$ cat config.mk
export PLATFORM = sky130hd
export DESIGN_NAME = bus_router
export DESIGN_NICKNAME = d
export VERILOG_FILES = /design/src/rtl/bus_router.sv
export SDC_FILE = /design/constraint.sdc
export NUM_CORES = 1
export LEC_CHECK = 0
export ABC_AREA = 1
export CORE_ASPECT_RATIO = 0.5
export CORE_MARGIN = 2
export CORE_UTILIZATION = 44
export DETAILED_ROUTE_END_ITERATION = 8
export GPL_TIMING_DRIVEN = 0
export PLACE_DENSITY = 0.84
export SKIP_LAST_GASP = 1
export SLEW_MARGIN = 20
export SYNTH_ARGS = -nofsm -noshare
export SYNTH_HDL_FRONTEND = slang
export SYNTH_SLANG_ARGS = --single-unit
$ cat constraint.sdc
create_clock -name i_Clk -period 4 [get_ports i_Clk]
set_input_delay 0.8 -clock i_Clk [delete_from_list [all_inputs] [get_ports i_Clk]]
set_output_delay 0.8 -clock i_Clk [all_outputs]
set_load 0.03 [all_outputs]
$ cat src/rtl/bus_router.sv
// bus_router: registered one-word transfer engine between the control unit and N bus units.
// Define BUS_ROUTER_TIMEOUT_EN to add the source-wait watchdog.
module bus_router #(
  parameter int unsigned N_UNITS = 4,
  parameter int unsigned DATA_W  = 16,
  parameter int unsigned CMD_W   = 4,
  parameter int unsigned ID_W    = 4,
  parameter int unsigned TIMEOUT = 15
) (
  input  logic                      i_Clk,
  input  logic                      i_Reset_n,
  input  logic                      i_req_valid,
  output logic                      o_req_ready,
  input  logic [ID_W-1:0]           i_write_id,
  input  logic [ID_W-1:0]           i_read_id,
  input  logic [CMD_W-1:0]          i_write_cmd,
  input  logic [CMD_W-1:0]          i_read_cmd,
  output logic [N_UNITS*CMD_W-1:0]  o_unit_cmd,
  output logic [N_UNITS-1:0]        o_unit_cmd_en,
  input  logic [N_UNITS*DATA_W-1:0] i_unit_data,
  input  logic [N_UNITS-1:0]        i_unit_valid,
  output logic [DATA_W-1:0]         o_unit_data,
  output logic [N_UNITS-1:0]        o_unit_valid,
  output logic                      o_done,
  output logic                      o_err
);

  localparam int unsigned ID_EXT_W = ID_W + 1;

  if (((2 ** ID_W) < N_UNITS) || (TIMEOUT == 0)) begin : g_bad_params
    $error("bus_router: ID_W too narrow for N_UNITS or TIMEOUT is zero");
  end

  typedef enum logic [1:0] {S_IDLE, S_SRC, S_SNK} state_t;

  state_t              state_q, state_d;
  logic [ID_W-1:0]     wid_q, rid_q;
  logic [CMD_W-1:0]    wcmd_q, rcmd_q;
  logic                accept_c, bad_id_c, src_valid_c, timeout_c;
  logic [DATA_W-1:0]   src_data_c;
  logic                sel_on_c;
  logic [ID_W-1:0]     sel_id_c;
  logic [CMD_W-1:0]    sel_cmd_c;
  logic [N_UNITS*CMD_W-1:0] cmd_d;
  logic [N_UNITS-1:0]  cmd_en_d, valid_d;
  logic                done_d, err_d;

  assign accept_c = o_req_ready & i_req_valid;
  assign bad_id_c = (ID_EXT_W'(i_write_id) >= ID_EXT_W'(N_UNITS)) ||
                    (ID_EXT_W'(i_read_id)  >= ID_EXT_W'(N_UNITS));

  // Pick the latched source unit's valid and data off the bus.
  always_comb begin
    src_valid_c = 1'b0;
    src_data_c  = '0;
    for (int unsigned k = 0; k < N_UNITS; k++) begin
      if (wid_q == ID_W'(k)) begin
        src_valid_c = i_unit_valid[k];
        src_data_c  = i_unit_data[k*DATA_W +: DATA_W];
      end
    end
  end

`ifdef BUS_ROUTER_TIMEOUT_EN
  localparam int unsigned CNT_W = $clog2(TIMEOUT + 1);
  logic [CNT_W-1:0] cnt_q;

  // The TIMEOUT-th idle source cycle aborts unless valid shows up in that same cycle.
  assign timeout_c = (state_q == S_SRC) && !src_valid_c && (cnt_q == CNT_W'(TIMEOUT - 1));

  always_ff @(posedge i_Clk or negedge i_Reset_n) begin
    if (!i_Reset_n) begin
      cnt_q <= '0;
    end else if (accept_c) begin
      cnt_q <= '0;
    end else if ((state_q == S_SRC) && !src_valid_c) begin
      cnt_q <= timeout_c ? '0 : cnt_q + CNT_W'(1);
    end
  end
`else
  assign timeout_c = 1'b0;
`endif

  // Next state and next registered outputs; a single unit is addressed per cycle.
  always_comb begin
    state_d   = state_q;
    sel_on_c  = 1'b0;
    sel_id_c  = wid_q;
    sel_cmd_c = wcmd_q;
    cmd_d     = '0;
    cmd_en_d  = '0;
    valid_d   = '0;
    done_d    = 1'b0;
    err_d     = 1'b0;
    case (state_q)
      S_IDLE: begin
        if (accept_c) begin
          if (bad_id_c) begin
            done_d = 1'b1;
            err_d  = 1'b1;
          end else begin
            state_d   = S_SRC;
            sel_on_c  = 1'b1;
            sel_id_c  = i_write_id;
            sel_cmd_c = i_write_cmd;
          end
        end
      end
      S_SRC: begin
        if (src_valid_c) begin
          state_d   = S_SNK;
          sel_on_c  = 1'b1;
          sel_id_c  = rid_q;
          sel_cmd_c = rcmd_q;
          done_d    = 1'b1;
        end else if (timeout_c) begin
          state_d = S_IDLE;
          done_d  = 1'b1;
          err_d   = 1'b1;
        end else begin
          sel_on_c = 1'b1;
        end
      end
      S_SNK:   state_d = S_IDLE;
      default: state_d = S_IDLE;
    endcase
    for (int unsigned k = 0; k < N_UNITS; k++) begin
      if (sel_on_c && (sel_id_c == ID_W'(k))) begin
        cmd_en_d[k]                = 1'b1;
        cmd_d[k*CMD_W +: CMD_W]    = sel_cmd_c;
        valid_d[k]                 = (state_d == S_SNK);
      end
    end
  end

  always_ff @(posedge i_Clk or negedge i_Reset_n) begin
    if (!i_Reset_n) begin
      state_q       <= S_IDLE;
      wid_q         <= '0;
      rid_q         <= '0;
      wcmd_q        <= '0;
      rcmd_q        <= '0;
      o_req_ready   <= 1'b1;
      o_unit_cmd    <= '0;
      o_unit_cmd_en <= '0;
      o_unit_data   <= '0;
      o_unit_valid  <= '0;
      o_done        <= 1'b0;
      o_err         <= 1'b0;
    end else begin
      state_q       <= state_d;
      o_req_ready   <= (state_d == S_IDLE) && !done_d;
      o_unit_cmd    <= cmd_d;
      o_unit_cmd_en <= cmd_en_d;
      o_unit_valid  <= valid_d;
      o_done        <= done_d;
      o_err         <= err_d;
      if (accept_c) begin
        wid_q  <= i_write_id;
        rid_q  <= i_read_id;
        wcmd_q <= i_write_cmd;
        rcmd_q <= i_read_cmd;
      end
      if ((state_q == S_SRC) && src_valid_c) begin
        o_unit_data <= src_data_c;
      end
    end
  end

endmodule

==> impl_results.md <==
* Max cap viols at 0
* Worst slew pin tran at 0.551 ns
* Final hold vios at 0
* Hold WS at 0.266 ns
* Max-slew headroom at 0.632
* Worst R2R Path Depth at 8
* First-pass GRT wire length at between 10,000 and 15,000 µm
* Crit path cell chain: clkdlybuf4s50_1, nand2_1, nor2_1, nand2_1, o21ai_0, inv_1, nand4_1, nand3_2, nor2_1
* Simple-gate share of the synthesized area at 0.373
* Initial core utilization at 0.464
* CP max stage delay at 0.45 ns
* CP endpoint kind: flop
* Longest Clk Path Bufs at 2
* Clock Skews at 0.00766 ns
* Complex-gate fraction of the synthesized area at 0.0410
* GR met1 Demand/Resource at 0.314
* Core Region at 6180 µm²
* CP max-delay cell: clkdlybuf4s50_1
* Worst EP arrival at 2.62 ns
* Detail Route Antenna Nets at 0
* WL per Instance at approximately 15 µm
* DP HPWL at 6160 µm
* Sequential fraction of the synthesis area at 0.532
* # nets final at 578
* Post-CTS Setup Bufs at 0
* Avg Inst Size Synth at 8.20 µm²
* Met2 usage in global routing at 0.437
* Number of diodes at 0
* Kind of cell adding the most delay to the critical path: simple AND/OR/NAND/NOR gates
* Yosys warning total at 0
* Die Area at a little over 7000 µm²
* Largest net degree at the start of global routing at 61
* PwrDens at 605 nW/µm²
* Worst Path Buf+Inv at 2
* Vias at 2,889
* Period utilisation layout at 0.594
* CTS Hold Bufs at 0
* CTS buffer count at 9
* Crit Path Max Fanout at 8
* DR iter-0 viols at 168
* Post-synth EDFFs at 0
* Period minus WS final at 2.37 ns
* Residual DRC at 0
* Total grt overflow at 0
* Total wire length at 8570 µm
* CTS tree: built
* I/O Buffers at 129
* Mapped cell area at between 2000 and 3000 µm²
* Final Setup Violations at 0
* Clk_lat worst skew at 0.32 ns
* Vias per cell at 4.95
* Static Leak at around 2.1 nW
* Top cell type by total area after synthesis: dfrtp_1
* Ys flop type: dfrtp_1
* Top-area cell type share of the netlist area at 0.523
* XOR/XNOR Fraction of Synth Area at 0
* Clock root buffer: clkbuf_16
* CTS H-tree lvls at 3
* CP required at ~4.2 ns
* DR pass1 iterations at 5
* Setup TNS at 0 ns
* Post-Synthesis Net Count at 437
* Yosys reg bits at approximately 60
* M3 GR Usage at 0.0750
* Fmax at 421 MHz
* RSZ-0062 raised after global routing: no
* Clk pin slew, worst setup/hold paths at 0.05 ns
* IO Pins at 130
* Mux cell area share after synthesis at 0
* CP startpoint kind: input port
* Syn Inst Count at 350
* P&R area growth vs syn at 60.2%
* Asr flop ratio synth at 1.00
* Critical Setup Path Class: in -> reg
* Vias in the first global route at ~2,900
* # rows at 20
* Netlist cell types at 26
* Outcome: completed
* Hold Path Class: in -> async
* Die Ht at 61.1 µm
* Largest cells by area after synthesis: dfrtp_1 (52%), nand2_1 (17%), nand3_1 (6.8%)
* Fillers at 464
* GRT busiest layer: met2
* Peak VDD IR at 0.295 mV
* GP Congestion at 0.832
* Post-CTS sizing at 0
* Adder-Cell Fraction of Synth Area at 0
* Clk sinks at 61
* Share of cells above drive strength 1 at 0.0887
* Initial antenna violation count at 0
* Worst reg2reg startpoint: wid_q[2]
* Chip width at 118 µm
* Largest family of logic cells by synthesized area: simple AND/OR/NAND/NOR gates
* Global Route Usage Sum at 0.250
* Fin. max-slew vios at 0
* R2r setup slk at 1.87 ns
* Reg-to-reg endpoint: o_unit_data[14]
* Total design power at 0.00278 W
[kinds of logic (layout without fill, tap and decap cells)]
kind of cell,count (synthesis),count (layout)
flops,61,61
simple gates,231,231
compound gates,20,20
buf+inv,38,184
[layout make-up]
type                       count  area, µm²  area share
sequential                    61       1530       0.332
timing repair buffer         130       1320       0.286
multi-input combinational    251       1190       0.258
clock buffer                   9        225      0.0490
tap                           88        110      0.0239
inverter                      23       86.3      0.0188
clock inverter                 7       76.3      0.0166
buffer                        15       68.8      0.0150
[how the worst max path moves through the flow]
stage	from	slack [ns]	cells past startpoint	endpoint
final	i_req_valid	1.63	9	o_unit_cmd[10]
after global routing	i_req_valid	1.44	9	o_unit_valid[3]
after CTS	i_req_valid	1.66	9	o_unit_cmd[10]
after detailed placement	i_req_valid	1.39	9	o_unit_cmd[8]
after global placement	i_Reset_n	0.28	1	o_unit_cmd_en[1]
after floorplan	i_write_id[3]	2.14	8	o_unit_cmd[10]
[power breakdown]
part | switching [W] | leakage (nW) | internal, W
clock network | 0.000277 | 0.142 | 0.000483
logic | 0.000727 | 1.19 | 0.000423
registers | 0.0000979 | 0.813 | 0.000776
total | 0.00110 | 2.15 | 0.00168
[cells in the final DEF (no fill, tap or decap)]
master,Yosys,routed
o21ai_0,12,12
nand2_1,127,127
nor2_8,1,1
clkinv_4,0,3
nor2_1,27,27
a21oi_2,4,4
clkinv_2,0,1
inv_1,21,21
o21ai_1,2,2
and3_1,1,1
a21oi_1,1,1
clkinvlp_4,0,2
nand3_2,5,5
buf_6,1,1
nor2_2,3,3
nor2_4,3,3
o211ai_1,1,1
buf_1,1,1
buf_2,1,1
or2_2,1,1
nand3_1,39,39
dfstp_2,1,1
nand4_1,21,21
nand3_4,1,1
nand2_2,2,2
bufinv_16,0,1
buf_16,0,1
dfrtp_1,60,60
buf_4,1,2
clkbuf_16,0,9
clkdlybuf4s50_1,0,128
clkbuf_1,11,11
inv_2,2,2
[per-stage QoR]
| stage | util | cells | worst slack (ns) | cell area [µm²] |
|---|---|---|---|---|
| detailed placement | 0.695 | 568 | 1.39 | 4300 |
| finish | 0.744 | 584 | 1.63 | 4600 |
| global route | 0.744 | 584 | 1.44 | 4600 |
| global placement | 0.691 | 567 | 0.278 | 4270 |
| floorplan | - | 350 | 2.14 | 2870 |
| CTS | 0.744 | 584 | 1.66 | 4600 |
[cell usage after synthesis (2+ instances only)]
library cell	number
nand2_2	2
nor2_2	3
a21oi_2	4
nor2_1	27
inv_1	21
dfrtp_1	60
clkbuf_1	11
nand2_1	127
o21ai_0	12
nand4_1	21
o21ai_1	2
inv_2	2
nand3_1	39
nor2_4	3
nand3_2	5
[per-layer routing]
metal,vias up,part of all wire
met4,0,0.0091
met1,1366,0.43
li1,1420,-
met5,-,0
met2,97,0.50
met3,6,0.056
[sequential cells by signal, summed over array words and instances, names as in the netlist]
register,cells
o_done,1
o_err,1
o_req_ready,1
o_unit_cmd,16
o_unit_cmd_en,4
o_unit_data,16
o_unit_valid,4
rcmd_q,4
rid_q,4
state_q,2
wcmd_q,4
wid_q,4
Power figures use the tool's default switching activity.
==> edit (same flow settings) <==
Remove the register `o_err`: a continuous assignment takes its place, so the output `o_err` follows one clock earlier.
--- a/src/rtl/bus_router.sv
+++ b/src/rtl/bus_router.sv
@@ -146,7 +146,6 @@
       o_unit_data   <= '0;
       o_unit_valid  <= '0;
       o_done        <= 1'b0;
-      o_err         <= 1'b0;
     end else begin
       state_q       <= state_d;
       o_req_ready   <= (state_d == S_IDLE) && !done_d;
@@ -154,7 +153,6 @@
       o_unit_cmd_en <= cmd_en_d;
       o_unit_valid  <= valid_d;
       o_done        <= done_d;
-      o_err         <= err_d;
       if (accept_c) begin
         wid_q  <= i_write_id;
         rid_q  <= i_read_id;
@@ -167,5 +165,7 @@
     end
   end
 
+  assign o_err = err_d;
+
 endmodule
 
Function: changed (a bounded check fails within 4 cycles, from zero or initial values and one cycle with i_Reset_n low).
==> edit against the unedited design <==
  * Cell area shrank 0.57%
  * Setup slack worse by 0.89 ns
  * Clock skew barely moved
  * First-iteration DRC count down 16%
  * Register-to-register slack better by 0.05 ns
  * Largest cell class unchanged
  * Non-clock buffer count down 1
  * Fmax down 27%
  * Synthesized cell count fell by 0.29%
  * Clock power up 9.2%
  * Routed wire length fell by 3.3%
  * Sequential cell count fell by 1
  * Synthesized area shrank 0.87%
  * Power increased by 1.7%
==> edit: results (changes against the unedited design) <==
.. list-table::
   :header-rows: 1

   * - Metric
     - Value
   * - Result of the run
     - finished clean (unchanged)
   * - Clock-cell share
     - 0.07170 (was 0.06558)
   * - Critical path data arrival time
     - 2.46 ns (was 2.62 ns)
   * - Via count
     - 2890 (was 2889)
   * - Seq. cell area
     - 0.001503 mm² (was 0.001528 mm²)
   * - GR met1 Demand/Resource
     - 0.2816 (was 0.3138)
   * - Weighted congestion reported at the end of routability-driven placement
     - 0.8326 (was 0.8321)
   * - Total of fill cells in the finished design
     - 469 (was 464)
   * - Slew @ Worst Pin
     - 0.7388 ns (was 0.5505 ns)
   * - Layout cell share with drive strength beyond 1
     - 0.08502 (was 0.08871)
   * - Relative slew margins
     - 0.5074 (was 0.6316)
   * - Multi-input combinational area share
     - 0.2597 (was 0.2582)
   * - PwrDens
     - 619.3 mW/mm² (was 605.4 mW/mm²)
   * - Combined global-route utilization of all metal layers
     - 0.2427 (was 0.2497)
   * - Seq_cells
     - 60 (was 61)
   * - Non-clock buffering overhead
     - 0.2969 (was 0.3012)
   * - Total half-perimeter wirelength after legalization and detailed placement
     - 5.974 mm (was 6.157 mm)
   * - Type of the tightest min-delay check
     - flip-flop to flip-flop (was primary input to asynchronous set/reset pin)
   * - Placement-stage worst setup slack
     - 0.7554 ns (was 1.393 ns)
   * - Post-detailed-route wirelength per cell
     - 14.24 µm (was 14.67 µm)
   * - Layout buffer count excluding clock buffers
     - 144 (was 145)
   * - Nets in the synthesized netlist
     - 436 (was 437)
   * - Layout Nets
     - 576 (was 578)
   * - Most used standard cells in the synthesized netlist
     - sky130_fd_sc_hd__nand2_1 (127), sky130_fd_sc_hd__dfrtp_1 (59), sky130_fd_sc_hd__nand3_1 (39), sky130_fd_sc_hd__nor2_1 (27) (was sky130_fd_sc_hd__nand2_1 (127), sky130_fd_sc_hd__dfrtp_1 (60), sky130_fd_sc_hd__nand3_1 (39), sky130_fd_sc_hd__nor2_1 (27))
   * - Static Leakage
     - 2.135 nW (was 2.146 nW)
   * - Met3 Track Usage GR
     - 0.07895 (was 0.07500)
   * - Clock Buffer Count
     - 11 (was 9)
   * - Max Fanout on Critical Path
     - 6 (was 8)
[edit: worst paths after layout]
path                                                  from                          end  slack [ns]  cells past startpoint
min in group asynchronous                        i_Reset_n   o_unit_data[3]$_DFFE_PN0P_        0.54                      1
worst min-delay path            o_unit_data[2]$_DFFE_PN0P_   o_unit_data[2]$_DFFE_PN0P_        0.48                      2
worst max register to register        wid_q[2]$_DFFE_PN0P_  o_unit_data[15]$_DFFE_PN0P_        1.92                      8
max in group asynchronous                        i_Reset_n        wcmd_q[0]$_DFFE_PN0P_        2.97                      1
worst min register to register  o_unit_data[2]$_DFFE_PN0P_   o_unit_data[2]$_DFFE_PN0P_        0.48                      2
worst max-delay path                           i_req_valid                        o_err        0.74                      6
[edit: where the power goes]
part           switching (W)  internal [W]
clock               0.000266      0.000564
sequential         0.0000948      0.000763
combinational       0.000724      0.000420
total                0.00108       0.00175
